**config.mk**
```make
export PLATFORM = sky130hd
export DESIGN_NAME = nco_tone_sequencer_flat
export DESIGN_NICKNAME = d
export VERILOG_FILES = /design/src/rtl/nco_tone_sequencer_if.sv /design/src/rtl/nco_tone_sequencer.sv /design/src/flat_wrapper.sv
export SDC_FILE = /design/constraint.sdc
export NUM_CORES = 1
export LEC_CHECK = 0
export CAP_MARGIN = 15
export CORE_UTILIZATION = 58
export DETAILED_ROUTE_END_ITERATION = 10
export PLACE_DENSITY = 0.91
export SETUP_SLACK_MARGIN = 0.2
export SYNTH_ARGS = -nofsm -noshare
export SYNTH_HDL_FRONTEND = slang
export SYNTH_SLANG_ARGS = --single-unit
export TNS_END_PERCENT = 5
```
**constraint.sdc**
```tcl
create_clock -name clk -period 2.8 [get_ports clk]
set_input_delay 0.56 -clock clk [delete_from_list [all_inputs] [get_ports clk]]
set_output_delay 0.56 -clock clk [all_outputs]
set_load 0.02 [all_outputs]
```
**src/rtl/nco_tone_sequencer_if.sv**
```systemverilog
// Sample stream from the tone sequencer to its consumer.
// master: sequencer side (drives sample fields, samples out_ready)
// slave : consumer side (samples fields, drives out_ready)
//   out_valid  sample present
//   out_ready  consumer accepts the sample on this edge
//   out_sin    10-bit sine sample
//   out_cos    10-bit cosine sample
//   out_tone   tone-table index the sample belongs to
//   out_last   final sample of the sweep
interface nco_tone_sequencer_if;
    logic       out_valid;
    logic       out_ready;
    logic [9:0] out_sin;
    logic [9:0] out_cos;
    logic [2:0] out_tone;
    logic       out_last;

    modport master (
        output out_valid, out_sin, out_cos, out_tone, out_last,
        input  out_ready
    );

    modport slave (
        input  out_valid, out_sin, out_cos, out_tone, out_last,
        output out_ready
    );
endinterface

```
**src/rtl/nco_tone_sequencer.sv**
```systemverilog
// Steps an external NCO through a programmable table of phase increments,
// dwelling a fixed number of samples on each tone, and forwards the NCO
// samples as a valid/ready stream tagged with tone index and last flag.
// Ports:
//   clk, reset_n               clock, asynchronous active-low reset
//   cfg_we/cfg_addr/cfg_phi    tone-table write port (accepted only when idle)
//   num_tones, dwell           sweep length (tones) and samples per tone
//   start, abort               sweep control
//   busy, done                 sweep status, done is a one-cycle pulse
//   nco_phi_inc_o/clken_o/
//   nco_reset_n_o              drive the NCO increment, clock enable, reset
//   nco_valid_i/sin_i/cos_i    NCO output samples
//   smp                        sample stream (master side)
module nco_tone_sequencer (
    input  logic        clk,
    input  logic        reset_n,
    input  logic        cfg_we,
    input  logic [2:0]  cfg_addr,
    input  logic [31:0] cfg_phi,
    input  logic [3:0]  num_tones,
    input  logic [15:0] dwell,
    input  logic        start,
    input  logic        abort,
    output logic        busy,
    output logic        done,
    output logic [31:0] nco_phi_inc_o,
    output logic        nco_clken_o,
    output logic        nco_reset_n_o,
    input  logic        nco_valid_i,
    input  logic [9:0]  nco_sin_i,
    input  logic [9:0]  nco_cos_i,
    nco_tone_sequencer_if.master smp
);
    localparam int unsigned TBL_DEPTH = 8;
    localparam int unsigned IDX_W     = 3;
    localparam int unsigned PHI_W     = 32;
    localparam int unsigned SMP_W     = 10;
    localparam int unsigned DWELL_W   = 16;

    typedef enum logic [1:0] {S_IDLE, S_FLUSH, S_RUN, S_DRAIN} state_t;

    state_t               r_state;
    logic [PHI_W-1:0]     r_table [TBL_DEPTH];
    logic [IDX_W-1:0]     r_last_idx;
    logic [DWELL_W-1:0]   r_dwell_m1;
    logic [IDX_W-1:0]     r_idx;
    logic [DWELL_W-1:0]   r_cnt;
    logic                 r_flush;
    logic [PHI_W-1:0]     r_phi;
    logic                 r_nco_rst_n;
    logic                 r_busy;
    logic                 r_done;
    logic                 r_valid;
    logic                 r_last;
    logic [SMP_W-1:0]     r_sin;
    logic [SMP_W-1:0]     r_cos;
    logic [IDX_W-1:0]     r_tone;

    logic [IDX_W-1:0]     w_nt_m1;
    logic [DWELL_W-1:0]   w_dwell_m1;
    logic                 w_clken;
    logic                 w_cap;
    logic                 w_accept;
    logic                 w_tone_end;
    logic                 w_sweep_end;
    logic [PHI_W-1:0]     w_phi0;

    // Clamp sweep parameters: 0 tones -> 1, >8 tones -> 8, 0 dwell -> 1
    assign w_nt_m1    = (num_tones == 4'd0) ? IDX_W'(0) :
                        (num_tones > 4'd8)  ? IDX_W'(TBL_DEPTH - 1) :
                                              IDX_W'(num_tones - 4'd1);
    assign w_dwell_m1 = (dwell == 16'd0) ? 16'd0 : dwell - 16'd1;

    // NCO advances only while the output register can take a new sample
    assign w_clken     = (r_state == S_RUN) && (!r_valid || smp.out_ready);
    assign w_cap       = w_clken && nco_valid_i;
    assign w_accept    = r_valid && smp.out_ready;
    assign w_tone_end  = (r_cnt == r_dwell_m1);
    assign w_sweep_end = w_tone_end && (r_idx == r_last_idx);

    // Entry 0 as it will read after this cycle's table write
    assign w_phi0 = (cfg_we && cfg_addr == IDX_W'(0)) ? cfg_phi : r_table[0];

    // Sequencer state, tone table and all registered outputs
    always_ff @(posedge clk or negedge reset_n) begin
        if (!reset_n) begin
            r_state     <= S_IDLE;
            r_last_idx  <= '0;
            r_dwell_m1  <= '0;
            r_idx       <= '0;
            r_cnt       <= '0;
            r_flush     <= 1'b0;
            r_phi       <= '0;
            r_nco_rst_n <= 1'b0;
            r_busy      <= 1'b0;
            r_done      <= 1'b0;
            r_valid     <= 1'b0;
            r_last      <= 1'b0;
            r_sin       <= '0;
            r_cos       <= '0;
            r_tone      <= '0;
            for (int i = 0; i < TBL_DEPTH; i++) begin
                r_table[i] <= '0;
            end
        end else begin
            r_done <= 1'b0;
            if (abort && r_state != S_IDLE) begin
                // Abandon sweep without a done pulse; pending sample dropped
                r_state     <= S_IDLE;
                r_busy      <= 1'b0;
                r_valid     <= 1'b0;
                r_last      <= 1'b0;
                r_nco_rst_n <= 1'b1;
                r_idx       <= '0;
                r_cnt       <= '0;
                r_phi       <= r_table[0];
            end else begin
                unique case (r_state)
                    S_IDLE: begin
                        r_nco_rst_n <= 1'b1;
                        r_phi       <= w_phi0;
                        if (cfg_we) begin
                            r_table[cfg_addr] <= cfg_phi;
                        end
                        if (start) begin
                            r_last_idx  <= w_nt_m1;
                            r_dwell_m1  <= w_dwell_m1;
                            r_idx       <= '0;
                            r_cnt       <= '0;
                            r_flush     <= 1'b0;
                            r_nco_rst_n <= 1'b0;
                            r_busy      <= 1'b1;
                            r_state     <= S_FLUSH;
                        end
                    end
                    S_FLUSH: begin
                        // Hold NCO reset for two cycles to clear its accumulator
                        if (r_flush) begin
                            r_nco_rst_n <= 1'b1;
                            r_state     <= S_RUN;
                        end else begin
                            r_flush <= 1'b1;
                        end
                    end
                    S_RUN: begin
                        if (w_cap) begin
                            r_sin   <= nco_sin_i;
                            r_cos   <= nco_cos_i;
                            r_tone  <= r_idx;
                            r_valid <= 1'b1;
                            r_last  <= w_sweep_end;
                            if (w_sweep_end) begin
                                r_state <= S_DRAIN;
                            end else if (w_tone_end) begin
                                // Phase-continuous tone change: no NCO reset
                                r_cnt <= '0;
                                r_idx <= r_idx + IDX_W'(1);
                                r_phi <= r_table[r_idx + IDX_W'(1)];
                            end else begin
                                r_cnt <= r_cnt + DWELL_W'(1);
                            end
                        end else if (w_accept) begin
                            r_valid <= 1'b0;
                            r_last  <= 1'b0;
                        end
                    end
                    S_DRAIN: begin
                        if (w_accept) begin
                            r_valid <= 1'b0;
                            r_last  <= 1'b0;
                            r_done  <= 1'b1;
                            r_busy  <= 1'b0;
                            r_idx   <= '0;
                            r_cnt   <= '0;
                            r_phi   <= r_table[0];
                            r_state <= S_IDLE;
                        end
                    end
                    default: r_state <= S_IDLE;
                endcase
            end
        end
    end

    assign busy          = r_busy;
    assign done          = r_done;
    assign nco_phi_inc_o = r_phi;
    assign nco_clken_o   = w_clken;
    assign nco_reset_n_o = r_nco_rst_n;

    assign smp.out_valid = r_valid;
    assign smp.out_sin   = r_sin;
    assign smp.out_cos   = r_cos;
    assign smp.out_tone  = r_tone;
    assign smp.out_last  = r_last;
endmodule

```
**src/flat_wrapper.sv**
```systemverilog
// flat-port wrapper written by rule: the top's interface ports become plain ports
module nco_tone_sequencer_flat 
  (clk, reset_n, cfg_we, cfg_addr, cfg_phi, num_tones, dwell, start, abort, busy, done, nco_phi_inc_o, nco_clken_o, nco_reset_n_o, nco_valid_i, nco_sin_i, nco_cos_i, smp_out_valid, smp_out_sin, smp_out_cos, smp_out_tone, smp_out_last, smp_out_ready);
  nco_tone_sequencer_if smp_i ();
  input  logic clk;
  input  logic reset_n;
  input  logic cfg_we;
  input  logic [2:0] cfg_addr;
  input  logic [31:0] cfg_phi;
  input  logic [3:0] num_tones;
  input  logic [15:0] dwell;
  input  logic start;
  input  logic abort;
  output logic busy;
  output logic done;
  output logic [31:0] nco_phi_inc_o;
  output logic nco_clken_o;
  output logic nco_reset_n_o;
  input  logic nco_valid_i;
  input  logic [9:0] nco_sin_i;
  input  logic [9:0] nco_cos_i;
  output wire logic [$bits(smp_i.out_valid)-1:0] smp_out_valid;
  output wire logic [$bits(smp_i.out_sin)-1:0] smp_out_sin;
  output wire logic [$bits(smp_i.out_cos)-1:0] smp_out_cos;
  output wire logic [$bits(smp_i.out_tone)-1:0] smp_out_tone;
  output wire logic [$bits(smp_i.out_last)-1:0] smp_out_last;
  input wire logic [$bits(smp_i.out_ready)-1:0] smp_out_ready;
  assign smp_out_valid = smp_i.out_valid;
  assign smp_out_sin = smp_i.out_sin;
  assign smp_out_cos = smp_i.out_cos;
  assign smp_out_tone = smp_i.out_tone;
  assign smp_out_last = smp_i.out_last;
  assign smp_i.out_ready = smp_out_ready;
  nco_tone_sequencer u_core (.clk(clk), .reset_n(reset_n), .cfg_we(cfg_we), .cfg_addr(cfg_addr), .cfg_phi(cfg_phi), .num_tones(num_tones), .dwell(dwell), .start(start), .abort(abort), .busy(busy), .done(done), .nco_phi_inc_o(nco_phi_inc_o), .nco_clken_o(nco_clken_o), .nco_reset_n_o(nco_reset_n_o), .nco_valid_i(nco_valid_i), .nco_sin_i(nco_sin_i), .nco_cos_i(nco_cos_i), .smp(smp_i));
endmodule
```
After elaboration in Yosys (flattened, before gate mapping)
Cells that the tools add are included.
Cells by class
  $add $sub $neg: 4
  multiplexer cells: 58
  eq/ne operators: 13
  bitwise operators: 3
  reduce and logical (&&, ||, !) cells: 29
  $lt $le $gt $ge: 4
Operator list (count)
  two-way mux 32 bit: 9
  bitwise mux 256 bit: 1
  two-way mux 16 bit: 7
  binary-select mux 32 bit (select 3 bit): 1
  demux 32 bit (select 3 bit): 1
  one-hot mux 32 bit (3 select lines): 1
  one-hot mux 16 bit (3 select lines): 1
  two-way mux 3 bit: 8
  adder 16 x 1 -> 16 bit (second input constant): 1
  == test 16 bit: 1
  zero test 16 bit: 1
  two-way mux 1 bit: 16
  subtractor 16 x 1 -> 16 bit (second input constant): 1
  AND reduction 3 bit: 5
  AND reduction 5 bit: 3
  two-way mux 2 bit: 6
  inequality test 3 x 2 -> 1 bit (second input constant): 4
  one-hot mux 1 bit (2 select lines): 5
  one-hot mux 3 bit (3 select lines): 1
  nonzero test 3 bit: 3
  >= comparator 4 bit (second input constant): 2
  NOT 3 -> 4 bit: 2
  one-hot mux 2 bit (4 select lines): 1
  logical AND 1 bit: 7
  other kinds (20): 23
Storage, ports and cells
  register bits after elaboration: 357
  output and inout port bits: 61
  word-level logic and storage cells: 134
  input bits: 82

Logic depth before layout (Yosys ltp)
Gate-level depths: netlist of the first run.
  depth after elaboration: 10
  mapped depth: 11
  gate-level depth less buffers: 7

Worst setup path after synthesis of the first run
No wires, ideal clock.
  kind: register to register
  start: reg u_core.r_idx[1]
  end: reg u_core.r_phi[0] (netlist: u_core.nco_phi_inc_o[0])
  buffers on the path: 3
  period minus slack after synthesis: 2.473 ns
  arrival time: 2.337 ns
  cell stages (with the launch flop): 8
  slack: 0.327 ns
  cells stage by stage: dfrtp_1 ha_1 buf_2 buf_2 buf_1 mux4_2 a222oi_1 mux2i_1
Between the ends
  cells in the longest elaborated chain, start to end: 10
  elaborated cells between the ends (all ways): 14
  those cells by class: add/sub: 1; eq/ne: 2; mux: 8; bitwise: 1; reduce/logical: 2
Ends and longest elaborated chain
  start: declaration: line nco_tone_sequencer.sv:46  | logic [IDX_W-1:0] r_idx;
  start signal: assignment: line nco_tone_sequencer.sv:157  | r_idx <= r_idx + IDX_W'(1);
  adder 3 x 1 -> 3 bit: line nco_tone_sequencer.sv:158  | r_phi <= r_table[r_idx + IDX_W'(1)];
  NOT 3 -> 4 bit (not written as such): line nco_tone_sequencer.sv:158
  binary-select mux 32 bit (select 3 bit): line nco_tone_sequencer.sv:158
  two-way mux 32 bit (not written as such) (2 in a row): line nco_tone_sequencer.sv:158
  two-way mux 32 bit: line nco_tone_sequencer.sv:154  | end else if (w_tone_end) begin
  two-way mux 32 bit: line nco_tone_sequencer.sv:152  | if (w_sweep_end) begin
  two-way mux 32 bit: line nco_tone_sequencer.sv:146  | if (w_cap) begin
  one-hot mux 32 bit (3 select lines): line nco_tone_sequencer.sv:118  | unique case (r_state)
  two-way mux 32 bit: line nco_tone_sequencer.sv:107  | if (abort && r_state != S_IDLE) begin
  end signal: assignment: line nco_tone_sequencer.sv:116  | r_phi <= r_table[0];
  end signal: assignment: line nco_tone_sequencer.sv:121  | r_phi <= w_phi0;
  end signal: assignment: line nco_tone_sequencer.sv:158
  end: declaration: line nco_tone_sequencer.sv:49  | logic [PHI_W-1:0] r_phi;
Several ways; a longest one is shown, not always the timed one. The select of a mux whose other input is x is not followed.
A chain may end at the register's enable or synchronous reset.

Worst setup path after layout of the first run
  start: reg u_core.r_cnt[5]
  end: reg u_core.r_phi[21] (netlist: u_core.nco_phi_inc_o[21])
Between the ends
  cells in the longest elaborated chain, start to end: 4
  elaborated cells between the ends (all ways): 5
  those cells by class: eq/ne: 3; reduce/logical: 2
Ends and longest elaborated chain
  start: declaration: line nco_tone_sequencer.sv:47  | logic [DWELL_W-1:0] r_cnt;
  start signal: assignment: line nco_tone_sequencer.sv:160  | r_cnt <= r_cnt + DWELL_W'(1);
  == test 16 bit *: line nco_tone_sequencer.sv:78  | assign w_tone_end = (r_cnt == r_dwell_m1);
  logical AND 1 bit: line nco_tone_sequencer.sv:79  | assign w_sweep_end = w_tone_end && (r_idx == r_last_idx);
  inequality test 3 bit (no source line)
  AND reduction 5 bit (no source line) *
Every way passes the cells marked *; elsewhere a longest branch is shown, timed or not.

==> flow_metrics.env, run 1 <==
export IMPL_irDropWorstVdd_mv=0.826
export IMPL_finalInstanceArea_um2=20600
export IMPL_first_global_vias=12354
export IMPL_start_kind="flop"
export IMPL_synth_area_um2=17000
export IMPL_status="finished, violations left"
export IMPL_cts_tree="yes"
export IMPL_initial_utilization_pct=59.0
export IMPL_reg2reg_depth=6
export IMPL_area_growth_synth_to_final_pct=21.4
export IMPL_synth_area_leaders="dfrtp_1, mux2_2, mux4_2"
export IMPL_synthCells=1192
export IMPL_globalplace_congestion=0.809
export IMPL_rr_startpoint="u_core.r_cnt[5]"
export IMPL_grt_overflow=0
export IMPL_num_rows=62
export IMPL_syn_avg_cell_area_um2=14.3
export IMPL_ys_flop_type="dfrtp_1"
export IMPL_cts_buffers_inserted=39
export IMPL_hold_viol_final=7
export IMPL_drt_iter0_markers=856
export IMPL_hpwl_um=25500
export IMPL_synthTopCellsByCount="dfrtp_1, mux2_2, mux4_2"
export IMPL_maxSlewViolCount=0
export IMPL_yosysMostFrequentCell="dfrtp_1"
export IMPL_final_net_count=1457
export IMPL_clock_tree_root_cell="clkbuf_16"
export IMPL_syn_num_nets=1282
export IMPL_antenna_found_initial=2
export IMPL_critPathMaxFanout=32
export IMPL_yosysTopAreaCell="dfrtp_1"
export IMPL_cp_required_ns=3.25
export IMPL_synth_seq_area_share_pct=52.6
export IMPL_post_drt_via_cell_ratio=6.31
export IMPL_track_usage_pct=29.2
export IMPL_seqCellArea_um2=8940
export IMPL_setup_worst_path_start="u_core.r_cnt[5]"
export IMPL_cts_max_path_buffers=3
export IMPL_ctsHoldBuffers=0
export IMPL_numPlacedInstances=1710
export IMPL_die_h_um=173
export IMPL_maxSlewHeadroom_pct=47.8
export IMPL_via_count=11240
export IMPL_p_per_area_nw_per_um2=1050
export IMPL_async_reset_ff_share_pct=100
export IMPL_drtAntennaViolNets=0
export IMPL_rr_endpoint="u_core.nco_phi_inc_o[21]"
export IMPL_hp_class="input pin to async pin"
export IMPL_synth_edf_count=0
export IMPL_worstMarginPinSlew_ns=0.773
export IMPL_die_area_um2=30000
export IMPL_endpoint_kind="flop"
export IMPL_coreArea_um2=28800
export IMPL_rrSetupSlack_ns=0.33
export IMPL_drt_total_wl_um=42500
export IMPL_rsz0062_at_grt="no"
export IMPL_violations="hold timing"
export IMPL_drc=0
export IMPL_grt_max_degree=69
export IMPL_critPathCapture="u_core.nco_phi_inc_o[21]"
export IMPL_clock_latency_ns=0.55
export IMPL_fin_util_pct=71.7
export IMPL_h_tree_depth=2
export IMPL_finalSetupViolations=0
export IMPL_yosysTopAreaCellShare_pct=52.6
export IMPL_fillCellCount=1716
export IMPL_path_class="flop to flop"
export IMPL_cts_sinks=357
export IMPL_period_minus_slack_ns=2.47
export IMPL_drt_wirelength_per_cell_um=23.9
export IMPL_fin_crit_sh_pct=88.2
export IMPL_whs_ns=-0.0272
export IMPL_synth_cell_types=70
export IMPL_ys_warn_count=0
export IMPL_die_w_um=173
export IMPL_path_clk_slew_ns=0.06
export IMPL_stdcell_count=1781
export IMPL_drtPass1Iterations=7
export IMPL_grt_pass1_wl_um=68500
export IMPL_p_leak_nw=8.88
export IMPL_finalClockSkew_ns=0.0198
export IMPL_post_cts_buffers=0
export IMPL_synth_seq_cells=357
export IMPL_ioPinCount=143
export IMPL_layout_drive_gt1_share_pct=39.0
export IMPL_drv_cap=0
export IMPL_placed_cell_area_um2=19300
export IMPL_timing_fmax_mhz=405
export IMPL_multi_input_area_um2=7570
export IMPL_portBuffers=142
export IMPL_arrival_ns=2.92
-- worst min-delay path by stage --
| stage | startpoint | end | slack (ns) | depth (start not counted) |
|---|---|---|---|---|
| floorplan | reset_n | u_core.busy | 0.26 | 0 |
| global placement | u_core.r_table[199] | u_core.r_table[199] | 0.48 | 1 |
| detailed placement | u_core.r_table[210] | u_core.r_table[210] | 0.49 | 1 |
| CTS | reset_n | u_core.nco_phi_inc_o[18] | 0.004 | 1 |
| global route | reset_n | u_core.nco_phi_inc_o[18] | 0.02 | 1 |
| finish | reset_n | u_core.r_table[82] | -0.03 | 1 |
-- layer usage --
layer | wire length, um | GRT usage, % | up-vias
met5 | 13 | 0 | -
met4 | 1350 | 12.0 | 2
met3 | 2430 | 5.26 | 106
met2 | 21700 | 49.0 | 416
met1 | 17100 | 37.7 | 5909
li1 | - | - | 4807
-- flip-flops by register name, summed over array words and instances, names as in the netlist --
name / count
u_core.done: 1
u_core.busy: 1
u_core.r_table: 256
u_core.r_cnt: 16
u_core.r_dwell_m1: 16
u_core.r_last_idx: 3
u_core.nco_phi_inc_o: 32
u_core.smp.out_sin: 10
u_core.nco_reset_n_o: 1
u_core.smp.out_last: 1
u_core.r_state: 2
u_core.smp.out_cos: 10
u_core.r_idx: 3
u_core.smp.out_tone: 3
u_core.r_flush: 1
u_core.smp.out_valid: 1
-- cell usage in the layout (no fill, tap or decap), types with 8 or more instances in the layout --
cell type,n
xor2_1,19
mux2_2,302
nand4_1,8
buf_4,49
o21ai_0,13
a222oi_1,32
clkdlybuf4s50_1,140
o21ai_2,10
buf_12,17
nor2_1,13
clkbuf_16,39
mux2i_1,37
nand3_1,15
inv_1,58
clkinv_2,8
mux4_2,64
xnor2_1,12
clkbuf_8,14
mux2_1,12
dfrtp_1,355
nand2_1,35
-- repair_timing --
| item | CTS | global route |
|---|---|---|
| pin swaps | 0 | 1 |
| gates resized for setup | 2 | 2 |
| endpoints found under the setup margin | 1 | 16 |
| endpoints found under the hold margin | 0 | 0 |
-- power breakdown --
group / internal (mW) / leakage, nW / switching [mW]
Sequential: 7.52 / 4.47 / 1.51
Combinational: 4.12 / 3.77 / 3.34
Clock: 2.96 / 0.643 / 2.11
-- metrics by stage --
| stage | TNS [ns] | setup WS, ns | hold WS [ns] | total power [mW] |
|---|---|---|---|---|
| after floorplan | 0 | 0.327 | 0.264 | 13.6 |
| after global placement | -0.581 | -0.0748 | 0.479 | 15.7 |
| after detailed placement | -3.10 | -0.211 | 0.489 | 16.3 |
| after CTS | 0 | 0.324 | 0.00385 | 21.6 |
| after global routing | 0 | 0.216 | 0.0162 | 22.5 |
| final | 0 | 0.330 | -0.0272 | 21.6 |
-- layout make-up --
cell class | instances | area share (%)
diodes | 1 | 0.0121
clock buffers | 58 | 5.76
clock inverters | 12 | 0.467
inverters | 58 | 1.06
multi-input cells | 703 | 36.7
flip-flops and latches | 357 | 43.3
well taps | 384 | 2.33
repair buffers | 208 | 10.3
-- worst max-delay path, cell delays in order, from the launching register on --
cell	delay (ns)
dfrtp_1	0.48
xor2_1	0.22
nor4_2	0.33
nand4_2	0.34
a211oi_4	0.38
buf_12	0.32
mux2i_1	0.29
-- cells by family after synthesis --
kind of cell,count (synthesis),synth area share [%]
buffers and inverters,132,3.31
and+or+nand+nor,142,4.66
muxes,415,31.5
adders and majority gates,8,0.589
DFF,357,52.6
AOI/OAI and AO/OA,107,5.79
xor gates and xnor gates,31,1.60
No activity file was read; power rests on OpenSTA's default activity.
==> run 2: changes to the inputs <==
--- a/config.mk
+++ b/config.mk
@@ -5,7 +5,6 @@
 export SDC_FILE = /design/constraint.sdc
 export NUM_CORES = 1
 export LEC_CHECK = 0
-export CAP_MARGIN = 15
 export CORE_UTILIZATION = 58
 export DETAILED_ROUTE_END_ITERATION = 10
 export PLACE_DENSITY = 0.91
==> results of run 2 <==
Final layout, timing and power as in run 1 (identical DEF).
==> run 3: changes to the inputs <==
--- a/config.mk
+++ b/config.mk
@@ -7,6 +7,7 @@
 export LEC_CHECK = 0
 export CORE_UTILIZATION = 58
 export DETAILED_ROUTE_END_ITERATION = 10
+export MAX_ROUTING_LAYER = met4
 export PLACE_DENSITY = 0.91
 export SETUP_SLACK_MARGIN = 0.2
 export SYNTH_ARGS = -nofsm -noshare
==> flow_metrics.env, run 3 (synthesis gave the netlist of run 1 again) <==
export IMPL_die_w_um=173
export IMPL_layout_commonest_cell="dfrtp_1"
export IMPL_violations="hold timing"
export IMPL_track_usage_pct=30.1
export IMPL_num_rows=62
export IMPL_rsz0062_at_grt="no"
export IMPL_largest_reg_flops=256
export IMPL_p_seq_share_pct=41.9
export IMPL_first_global_vias=12355
export IMPL_cp_required_ns=2.24
export IMPL_post_drt_via_cell_ratio=6.35
export IMPL_hpwl_um=25500
export IMPL_drt_iter0_markers=835
export IMPL_coreArea_um2=28800
export IMPL_drtPass1Iterations=6
export IMPL_internal_power_mw=14.6
export IMPL_drt_total_wl_um=42600
export IMPL_period_minus_slack_ns=2.48
export IMPL_post_route_worst_setup_slack_ns=0.323
export IMPL_ctsHoldBuffers=0
export IMPL_combPwrFrac_pct=34.6
export IMPL_maxSlewViolCount=0
export IMPL_cts_tree="yes"
export IMPL_clock_tree_root_cell="clkbuf_16"
export IMPL_critPathMaxStageDelay_ns=0.45
export IMPL_finalPower_mw=21.6
export IMPL_area_growth_synth_to_final_pct=21.4
export IMPL_hold_viol_final=7
export IMPL_crit_chain="inv_1 > ha_2 > and2_1 > dlygate4sd2_1"
export IMPL_p_per_area_nw_per_um2=1050
export IMPL_maxSlewHeadroom_pct=48.0
export IMPL_whs_ns=-0.0255
export IMPL_die_h_um=173
export IMPL_h_tree_depth=2
export IMPL_via_count=11310
export IMPL_critPathSlowestCell="dfrtp_2"
export IMPL_arrival_ns=1.92
export IMPL_cts_max_path_buffers=3
export IMPL_use_met3_pct=5.23
export IMPL_power_switching_mw=6.99
export IMPL_finalClockSkew_ns=0.0214
export IMPL_grt_pass1_wl_um=68500
export IMPL_drt_wirelength_per_cell_um=23.9
export IMPL_antenna_found_initial=2
export IMPL_clock_latency_ns=0.55
export IMPL_worstMarginPinSlew_ns=0.770
export IMPL_timing_fmax_mhz=404
export IMPL_rrSetupSlack_ns=0.34
export IMPL_pre_cts_ws_ns=-0.211
export IMPL_portBuffers=142
export IMPL_path_class="flop to primary output"
export IMPL_drv_cap=0
export IMPL_cp_num_buf_inv=2
export IMPL_die_area_um2=30000
export IMPL_start_kind="flop"
export IMPL_irDropWorstVdd_mv=0.825
export IMPL_globalplace_congestion=0.821
export IMPL_status="finished, violations left"
export IMPL_endpoint_kind="primary output"
export IMPL_swShare_pct=32.4
export IMPL_grt_max_degree=69
export IMPL_p_leak_nw=8.88
export IMPL_p_clk_share_pct=23.5
export IMPL_fin_crit_sh_pct=88.5
export IMPL_met1_usage_pct=37.7
export IMPL_crit_family="buffers and inverters"
export IMPL_top_usage_layer="met2"
export IMPL_hp_class="input pin to async pin"
export IMPL_finalSetupViolations=0
export IMPL_drc=0
export IMPL_critPathMaxFanout=10
export IMPL_layout_drive_gt1_share_pct=39.0
export IMPL_final_net_count=1457
export IMPL_initial_utilization_pct=59.0
export IMPL_fillCellCount=1715
export IMPL_path_clk_slew_ns=0.06
export IMPL_regMostFlops="u_core.r_table"
export IMPL_final_cell_mix="dfrtp_1, mux2_2, clkdlybuf4s50_1"
export IMPL_grt_overflow=0
export IMPL_cts_buffers_inserted=39
export IMPL_cts_sinks=357
export IMPL_drtAntennaViolNets=0
export IMPL_use_met2_pct=49.1
export IMPL_ioPinCount=143
## run 3: changes by cell type in the layout (fill, tap and decap cells not counted), sizes merged
cell   previous run  this run
diode             1         2
## run 3: worst reg2reg max path: stages, from the launching register on
cell and delay [ns]:
dfrtp_1 0.48, xor2_1 0.22, nor4_2 0.33, nand4_2 0.34, a211oi_4 0.38, buf_12 0.32, mux2i_1 0.32
## run 3: area by class of cell
type                       instances  area, um2  area share, %
multi-input combinational        703       7570           36.7
sequential                       357       8940           43.3
antenna                            2       5.00         0.0243
timing repair buffer             208       2130           10.3
tap                              384        480           2.33
clock inverter                    12       96.3          0.467
clock buffer                      58       1190           5.76
inverter                          58        218           1.06
## run 3: worst paths after layout
| kind | startpoint | end | depth (start not counted) |
|---|---|---|---|
| hold / removal | reset_n | u_core.nco_phi_inc_o[18] | 1 |
| setup reg to reg | u_core.r_cnt[5] | u_core.nco_phi_inc_o[21] | 6 |
| setup / recovery | u_core.r_state[0] | nco_clken_o | 4 |
| min in group clk | u_core.r_table[23] | u_core.r_table[23] | 1 |
| hold reg to reg | u_core.r_table[23] | u_core.r_table[23] | 1 |
| max in group asynchronous | reset_n | u_core.r_table[237] | 2 |
## run 3: per-layer routing
metal	wire length (um)	share of wire, %	up-vias
met1	16900	40	5932
met3	2670	6.3	113
met5	0	0	-
met2	21600	51	466
met4	1450	3.4	0
li1	-	-	4799
## run 3: power by group through the flow
stage,clock network (mW),logic (mW),registers [mW]
5_1_grt,5.34,7.94,9.25
3_5_place_dp,0,7.32,8.96
2_1_floorplan,0,4.70,8.90
4_1_cts,5.12,7.47,8.98
3_3_place_gp,0,6.96,8.74
6_report,5.08,7.47,9.04
## run 3: repair_timing
item,4_1_cts,5_1_grt
endpoints found under the setup margin,1,16
pin swaps,0,1
gates cloned,0,0
resized for setup,2,2
buffers inserted,0,0
## run 3: per-stage QoR
step	setup TNS (ns)	cell area (um2)	utilization, %	hold slack [ns]	cells
after floorplan	0	17000	-	0.264	1192
after global placement	-0.581	19300	67.2	0.479	1710
after detailed placement	-3.10	19300	67.2	0.489	1710
after CTS	0	20600	71.6	0.00385	1780
after global routing	0	20600	71.7	0.0134	1782
final	0	20600	71.7	-0.0255	1782
